[src/rtl/spi_multi_sched.sv]
// spi_multi_sched: round-robin SPI transaction scheduler; define SPI_SCHED_TIMEOUT_EN for the WAIT_RX timeout and FIFO flush
module spi_multi_sched #(
  parameter int N_SLAVES        = 3,
  parameter int BYTES_PER_FRAME = 2,
  parameter int TIMEOUT_CYCLES  = 65535
) (
  input  logic                                  sys_clk,
  input  logic                                  rst,
  input  logic [N_SLAVES-1:0]                   req_bus,
  input  logic [8*BYTES_PER_FRAME*N_SLAVES-1:0] wdata_bus,
  output logic [N_SLAVES-1:0]                   ack_bus,
  output logic [N_SLAVES-1:0]                   done_bus,
  output logic [8*BYTES_PER_FRAME-1:0]          rdata,
  output logic                                  err,
  output logic                                  busy,
  output logic [7:0]                            m_din,
  output logic [N_SLAVES-1:0]                   m_wrreq_bus,
  output logic [N_SLAVES-1:0]                   s_rdreq_bus,
  input  logic [8*N_SLAVES-1:0]                 s_dout_bus,
  input  logic [N_SLAVES-1:0]                   have_msg_bus,
  input  logic [8*N_SLAVES-1:0]                 len_bus
);
  localparam int W  = 8*BYTES_PER_FRAME;
  localparam int IW = N_SLAVES > 1 ? $clog2(N_SLAVES) : 1;
  localparam int CW = $clog2(BYTES_PER_FRAME + 2) + 1;
  localparam logic [2:0] IDLE = 3'd0, LOAD = 3'd1, WAIT_RX = 3'd2, READ = 3'd3, DONE = 3'd4;
`ifdef SPI_SCHED_TIMEOUT_EN
  localparam logic [2:0]  FLUSH  = 3'd5;
  localparam logic [15:0] T_LAST = 16'(TIMEOUT_CYCLES - 1);
  logic [15:0] tcnt;
`endif
  if (N_SLAVES < 1 || N_SLAVES > 8 || BYTES_PER_FRAME < 1 || BYTES_PER_FRAME > 8 ||
      TIMEOUT_CYCLES < 1 || TIMEOUT_CYCLES > 65536) begin : g_bad_cfg
    $error("spi_multi_sched: parameter out of range");
  end
  logic [2:0]          state;
  logic [IW-1:0]       last, sel, nxt, cand;
  logic [CW-1:0]       cnt;
  logic [W-1:0]        shreg, rx_sh;
  logic [N_SLAVES-1:0] sel_oh, nxt_oh;
  logic                cap, rx_ready;
  logic [W-1:0]        wd [N_SLAVES];
  logic [7:0]          sd [N_SLAVES];
  logic [7:0]          ln [N_SLAVES];
  for (genvar i = 0; i < N_SLAVES; i++) begin : g_sl
    assign wd[i] = wdata_bus[W*i +: W];
    assign sd[i] = s_dout_bus[8*i +: 8];
    assign ln[i] = len_bus[8*i +: 8];
  end
  assign sel_oh   = N_SLAVES'(1) << sel;
  assign nxt_oh   = N_SLAVES'(1) << nxt;
  assign rx_ready = have_msg_bus[sel] && ln[sel] >= 8'(BYTES_PER_FRAME);
  assign busy     = state != IDLE;
`ifndef SPI_SCHED_TIMEOUT_EN
  assign err = 1'b0;
`endif
  // Round-robin pick: scan downward so the nearest requester after last wins.
  always_comb begin
    nxt  = last;
    cand = '0;
    for (int d = N_SLAVES; d >= 1; d--) begin
      cand = IW'((int'(last) + d) % N_SLAVES);
      if (req_bus[cand]) nxt = cand;
    end
  end
  // Transaction FSM: grant, push command bytes, wait for response, drain and report.
  always_ff @(posedge sys_clk) begin
    if (rst) begin
      state       <= IDLE;
      last        <= IW'(N_SLAVES - 1);
      sel         <= '0;
      cnt         <= '0;
      shreg       <= '0;
      rx_sh       <= '0;
      cap         <= 1'b0;
      ack_bus     <= '0;
      done_bus    <= '0;
      rdata       <= '0;
      m_din       <= '0;
      m_wrreq_bus <= '0;
      s_rdreq_bus <= '0;
`ifdef SPI_SCHED_TIMEOUT_EN
      err         <= 1'b0;
      tcnt        <= '0;
`endif
    end else begin
      ack_bus     <= '0;
      done_bus    <= '0;
      m_wrreq_bus <= '0;
      s_rdreq_bus <= '0;
      m_din       <= '0;
      cap         <= 1'b0;
      case (state)
        IDLE: if (|req_bus) begin
          sel     <= nxt;
          last    <= nxt;
          ack_bus <= nxt_oh;
          shreg   <= wd[nxt];
          cnt     <= '0;
          state   <= LOAD;
        end
        LOAD: begin
          m_wrreq_bus <= sel_oh;
          m_din       <= shreg[W-1 -: 8];
          shreg       <= shreg << 8;
          cnt         <= cnt + 1'b1;
`ifdef SPI_SCHED_TIMEOUT_EN
          tcnt        <= '0;
`endif
          if (cnt == CW'(BYTES_PER_FRAME - 1)) begin
            cnt   <= '0;
            state <= WAIT_RX;
          end
        end
        WAIT_RX: begin
`ifdef SPI_SCHED_TIMEOUT_EN
          tcnt <= tcnt + 1'b1;
          if (!rx_ready && tcnt == T_LAST) state <= FLUSH;
`endif
          if (rx_ready) begin
            cnt   <= '0;
            state <= READ;
          end
        end
        READ: begin
          s_rdreq_bus <= cnt < CW'(BYTES_PER_FRAME) ? sel_oh : '0;
          cap         <= |s_rdreq_bus;
          cnt         <= cnt + 1'b1;
          if (cap) rx_sh <= W'({rx_sh, sd[sel]});
          if (cnt == CW'(BYTES_PER_FRAME + 1)) begin
            rdata    <= W'({rx_sh, sd[sel]});
            done_bus <= sel_oh;
            state    <= DONE;
`ifdef SPI_SCHED_TIMEOUT_EN
            err      <= 1'b0;
`endif
          end
        end
`ifdef SPI_SCHED_TIMEOUT_EN
        FLUSH: begin
          s_rdreq_bus <= have_msg_bus[sel] && !(|s_rdreq_bus) ? sel_oh : '0;
          if (!have_msg_bus[sel] && !(|s_rdreq_bus)) begin
            rdata    <= '0;
            err      <= 1'b1;
            done_bus <= sel_oh;
            state    <= DONE;
          end
        end
`endif
        DONE: state <= IDLE;
        default: state <= IDLE;
      endcase
    end
  end
endmodule

[config.mk]
export PLATFORM = sky130hd
export DESIGN_NAME = spi_multi_sched
export DESIGN_NICKNAME = d
export VERILOG_FILES = /design/src/rtl/spi_multi_sched.sv
export SDC_FILE = /design/constraint.sdc
export NUM_CORES = 1
export LEC_CHECK = 0
export CORE_MARGIN = 1
export CORE_UTILIZATION = 38
export CTS_BUF_LIST = sky130_fd_sc_hd__clkbuf_8 sky130_fd_sc_hd__clkbuf_16
export DETAILED_ROUTE_END_ITERATION = 12
export PLACE_DENSITY = 0.76
export SLEW_MARGIN = 25
export SYNTH_ARGS = -nofsm -noshare
export SYNTH_HDL_FRONTEND = slang
export SYNTH_SLANG_ARGS = --single-unit
export TNS_END_PERCENT = 100
[constraint.sdc]
create_clock -name sys_clk -period 2.94 [get_ports sys_clk]
set_clock_uncertainty 0.05 [all_clocks]
set_input_delay 0.294 -clock sys_clk [delete_from_list [all_inputs] [get_ports sys_clk]]
set_output_delay 0.294 -clock sys_clk [all_outputs]
set_load 0.1 [all_outputs]
==> summary by stage <==
Drt
The average detailed-routed wire length per instance is 15.0 µm. After detailed routing, the number of remaining DRC violations is 0. The detailed router placed 3239 vias in this run. The routed wire length is 9340 µm. The final antenna-violating net count is 0. The detailed-routing iteration count for the pre-antenna-repair pass is 4. The via density per instance is 5.22. The count of routing violations after the opening detailed-route iteration is 168.

Worst setup path
The critical path in this run is classified as reg2reg. Of all nets on the critical path, the largest fanout is 10. The startpoint identified for the worst register-to-register timing path is last[1]$_SDFFE_PP1P_. The largest incremental delay on the critical path is 0.37 ns. STA puts the critical path data arrival time at 2.91 ns.

The cell with the largest stage delay on the worst path is sky130_fd_sc_hd__ha_1. The signal on the critical path passes through inv_1 -> ha_1 -> and2b_1 -> a211oi_1 -> o32ai_4 -> a21boi_2 -> buf_4 -> mux2_4 -> a221o_1. The kind of launch point of the worst setup path is a flip-flop. Data on the critical path is required at its endpoint by 3.12 ns. In this design, the largest share of critical-path delay is due to compound AO/OA/AOI/OAI gates.

The critical path buffer and inverter count is 2. Tracing the worst setup path back leads to its startpoint at last[1]$_SDFFE_PP1P_. STA classifies the critical path endpoint as a flip-flop.

Logic synthesis
After synthesis, the most frequently instantiated cells are sky130_fd_sc_hd__dfxtp_1 (70), sky130_fd_sc_hd__nor2_1 (51), sky130_fd_sc_hd__nand2_1 (30), sky130_fd_sc_hd__a21oi_1 (22). The share of synthesized flip-flops with an asynchronous set or reset is 0%. The synthesized netlist net count is 491.

The most area-hungry cell type in the Yosys netlist is sky130_fd_sc_hd__dfxtp_1. The area share of the largest cell type after synthesis is 42.1%. The synthesized netlist devotes 19.3% of its cell area to compound gates. Yosys printed 0 warnings. The number of cells produced by synthesis is 382.

The post-synthesis instance area is 3330 µm². The most instantiated flip-flop cell in the synthesis netlist is sky130_fd_sc_hd__dfxtp_1. After Yosys synthesis, XOR and XNOR cells account for 0% of the synthesized area. The number of flops mapped to enable cells by yosys is 0.

By area the synthesized netlist is led by sky130_fd_sc_hd__dfxtp_1 (42%), sky130_fd_sc_hd__nor2_1 (5.7%), sky130_fd_sc_hd__mux2i_1 (5.4%). Measured against the total synthesized area, the mux share comes to 9.47%. Yosys mapped the design onto 47 distinct sky130hd cell types. A synthesized cell averages 8.72 µm². Counting flops and latches in the post-synthesis netlist gives 70. Summing the areas of all and, or, nand and nor instances in the mapped netlist gives 21.9% of the synthesized area. The largest family of logic cells by synthesized area is simple AND/OR/NAND/NOR gates. Summing the areas of all fa, ha and maj instances in the mapped netlist gives 1.88% of the synthesized area. The most common cell in the synthesized netlist is sky130_fd_sc_hd__dfxtp_1. Sequential cells were found to cover 42.1% of the synthesized design area.

Power
IR analysis of the VDD net gives a maximum drop of 0.255 mV. The power density normalized to cell area is 637 nW/µm². Summed over all cells, the static leakage comes to 0.00197 µW.

Outcome
The flow ran to the end, and the final reports show no timing, DRC or antenna violations.

STA
The share of the clock period used by the worst path is 93.1%. The count of endpoints failing setup in the final report is 0. The transition time at the pin with the least slew margin is 0.966 ns. The worst relative slew slack is 35.1%. The total count of hold-check failures in the final report is 0. Summed over all failing endpoints, the final setup total negative slack is 0 ns. Derived from the worst setup path, the maximum achievable clock frequency is 0.366 GHz. The post-layout minimum cycle time is 2.74 ns. Setup repair after global routing left no endpoint under its margin. The number of max-slew violations in the final report is 0.

Clock network
The CTS tree is built. The CTS H-tree depth is 3. The TritonCTS buffer count is 9.

After clock tree synthesis, the clock-pin slew on the worst setup and hold paths is 0.08 ns. The number of buffers inserted for hold repair after clock tree synthesis is 0. CTS saw 70 sinks. The later pin in the worst-skew pair is clocked with a latency of 0.34 ns.

The tree is rooted in a sky130_fd_sc_hd__clkbuf_8. The clock passes through at most 2 buffers.

Global route
The wire length of the first global-routing pass is 14600 µm. The via count of the first global-routing pass is 3082. In the global route stage, overall resource usage came out at 21.1%.

The number of antenna violations at the first check in global routing is 0. After global routing the overflow that remains totals 0. The maximum number of pins on one net before global-route repair is 36.

Floorplan
The core region is 8340 µm². The initial cell density of the core is 39.9%. The total number of placement rows is 33.

The die is 95.6 µm tall. The area of the die is 9140 µm². The horizontal extent of the die is 95.6 µm. For this design the top-level I/O count stands at 142.

Final layout
The share of layout cells above drive strength 1 is 14.7%. The repair_antennas step left the layout with diodes totalling 0. Cells fill 59.2% of the core in the end. The total number of nets in the final design is 620.

The post-route standard cell area excluding fillers is 4940 µm². The layout overhead on the synthesized area is 48.2%.

Job
The max-cap violation count is 0.

Place
Routability-driven placement finished with a final weighted congestion of 0.808. The wire-length estimate of the detail-placed layout is 7060 µm. The count of port buffers added during placement is 137.

The instance area after placement is 4680 µm².

Min path
The worst hold path begins at rx_sh[6]$_SDFFE_PP0P_. The path class of the lowest-slack min-delay path is reg2reg.
==> area by class of cell <==
class	instances	area, µm²
Sequential cell	70	1400
Clock buffer	11	151
Clock inverter	5	105
Fill cell	724	3400
Tap cell	105	131
Timing Repair Buffer	146	1350
Inverter	10	37.5
Multi-Input combinational cell	274	1760
==> cells by family (layout without fill, tap and decap cells) <==
family,after synthesis,count (layout)
other,1,1
adder cells (fa/ha/maj),5,5
buffers and inverters,38,172
AND/OR/NAND/NOR,151,151
multiplexers,27,27
flip-flops,70,70
AO/OA/AOI/OAI,90,90
==> flip-flops by register name (all words and copies together), names as in the netlist <==
signal and flops:
sel 1, shreg 16, s_rdreq_bus 3, rx_sh 8
done_bus 3, m_wrreq_bus 3, ack_bus 3, state 3
cap 1, m_din 8, cnt 3, last 2
rdata 16
==> worst min-delay path: stages (launching register included) <==
cell and delay (ns):
sky130_fd_sc_hd__dfxtp_1 0.31, sky130_fd_sc_hd__nand2_1 0.05, sky130_fd_sc_hd__a21oi_1 0.05
==> path summary, 6_finish.rpt <==
check | end | slack [ns] | depth (start not counted)
min reg2reg | rdata[14]$_SDFFE_PP0P_ | 0.40 | 2
max | shreg[2]$_SDFFE_PP0P_ | 0.20 | 9
min | rdata[14]$_SDFFE_PP0P_ | 0.40 | 2
max reg2reg | shreg[2]$_SDFFE_PP0P_ | 0.20 | 9
==> through the flow <==
stage	setup WS [ns]	power, µW	hold slack [ns]	std cells
finish	0.204	3140	0.402	621
global route	0.0591	3290	0.415	621
CTS	0.171	3150	0.404	621
detailed placement	0.201	2170	0.395	605
global placement	0.262	2150	0.387	605
floorplan	0.174	1840	0.381	382
==> metal layers <==
metal | wire length [µm] | global-route usage, % | share of wire (%)
met5 | 0 | 0 | 0
met3 | 422 | 3.83 | 4.5
met4 | 97 | 7.71 | 1.0
met2 | 4850 | 35.8 | 52
met1 | 3980 | 26.7 | 43
==> where the power goes <==
part / internal [µW] / leakage (µW) / switching [µW]
Sequential: 1030 / 0.000569 / 54.0
Combinational: 475 / 0.00128 / 599
Clock: 610 / 0.000122 / 372
Total: 2120 / 0.00197 / 1030
==> repair_timing <==
action                                  CTS  global route
endpoints found under the setup margin    0             7
resized for setup                         0             1
hold endpoints to repair                  0             0
buffers inserted                          0             0
==> placed cells by master, fill, tap and decap left out, types with 7 or more instances in the layout <==
cell                              count
sky130_fd_sc_hd__nand2_1             30
sky130_fd_sc_hd__nor2_1              51
sky130_fd_sc_hd__a21oi_1             22
sky130_fd_sc_hd__clkbuf_8            11
sky130_fd_sc_hd__nand2b_1             8
sky130_fd_sc_hd__dfxtp_1             70
sky130_fd_sc_hd__o21ai_0              7
sky130_fd_sc_hd__inv_1               10
sky130_fd_sc_hd__buf_4               46
sky130_fd_sc_hd__a31oi_1              9
sky130_fd_sc_hd__mux2i_1             18
sky130_fd_sc_hd__o22ai_1              7
sky130_fd_sc_hd__a211oi_1            20
sky130_fd_sc_hd__clkdlybuf4s50_1    100
sky130_fd_sc_hd__and2_1              20
sky130_fd_sc_hd__a221o_1              8
sky130_fd_sc_hd__mux2_4               9
sky130_fd_sc_hd__nor3_1              16
sky130_fd_sc_hd__or3_1                9
No activity file was read; power rests on OpenSTA's default activity.
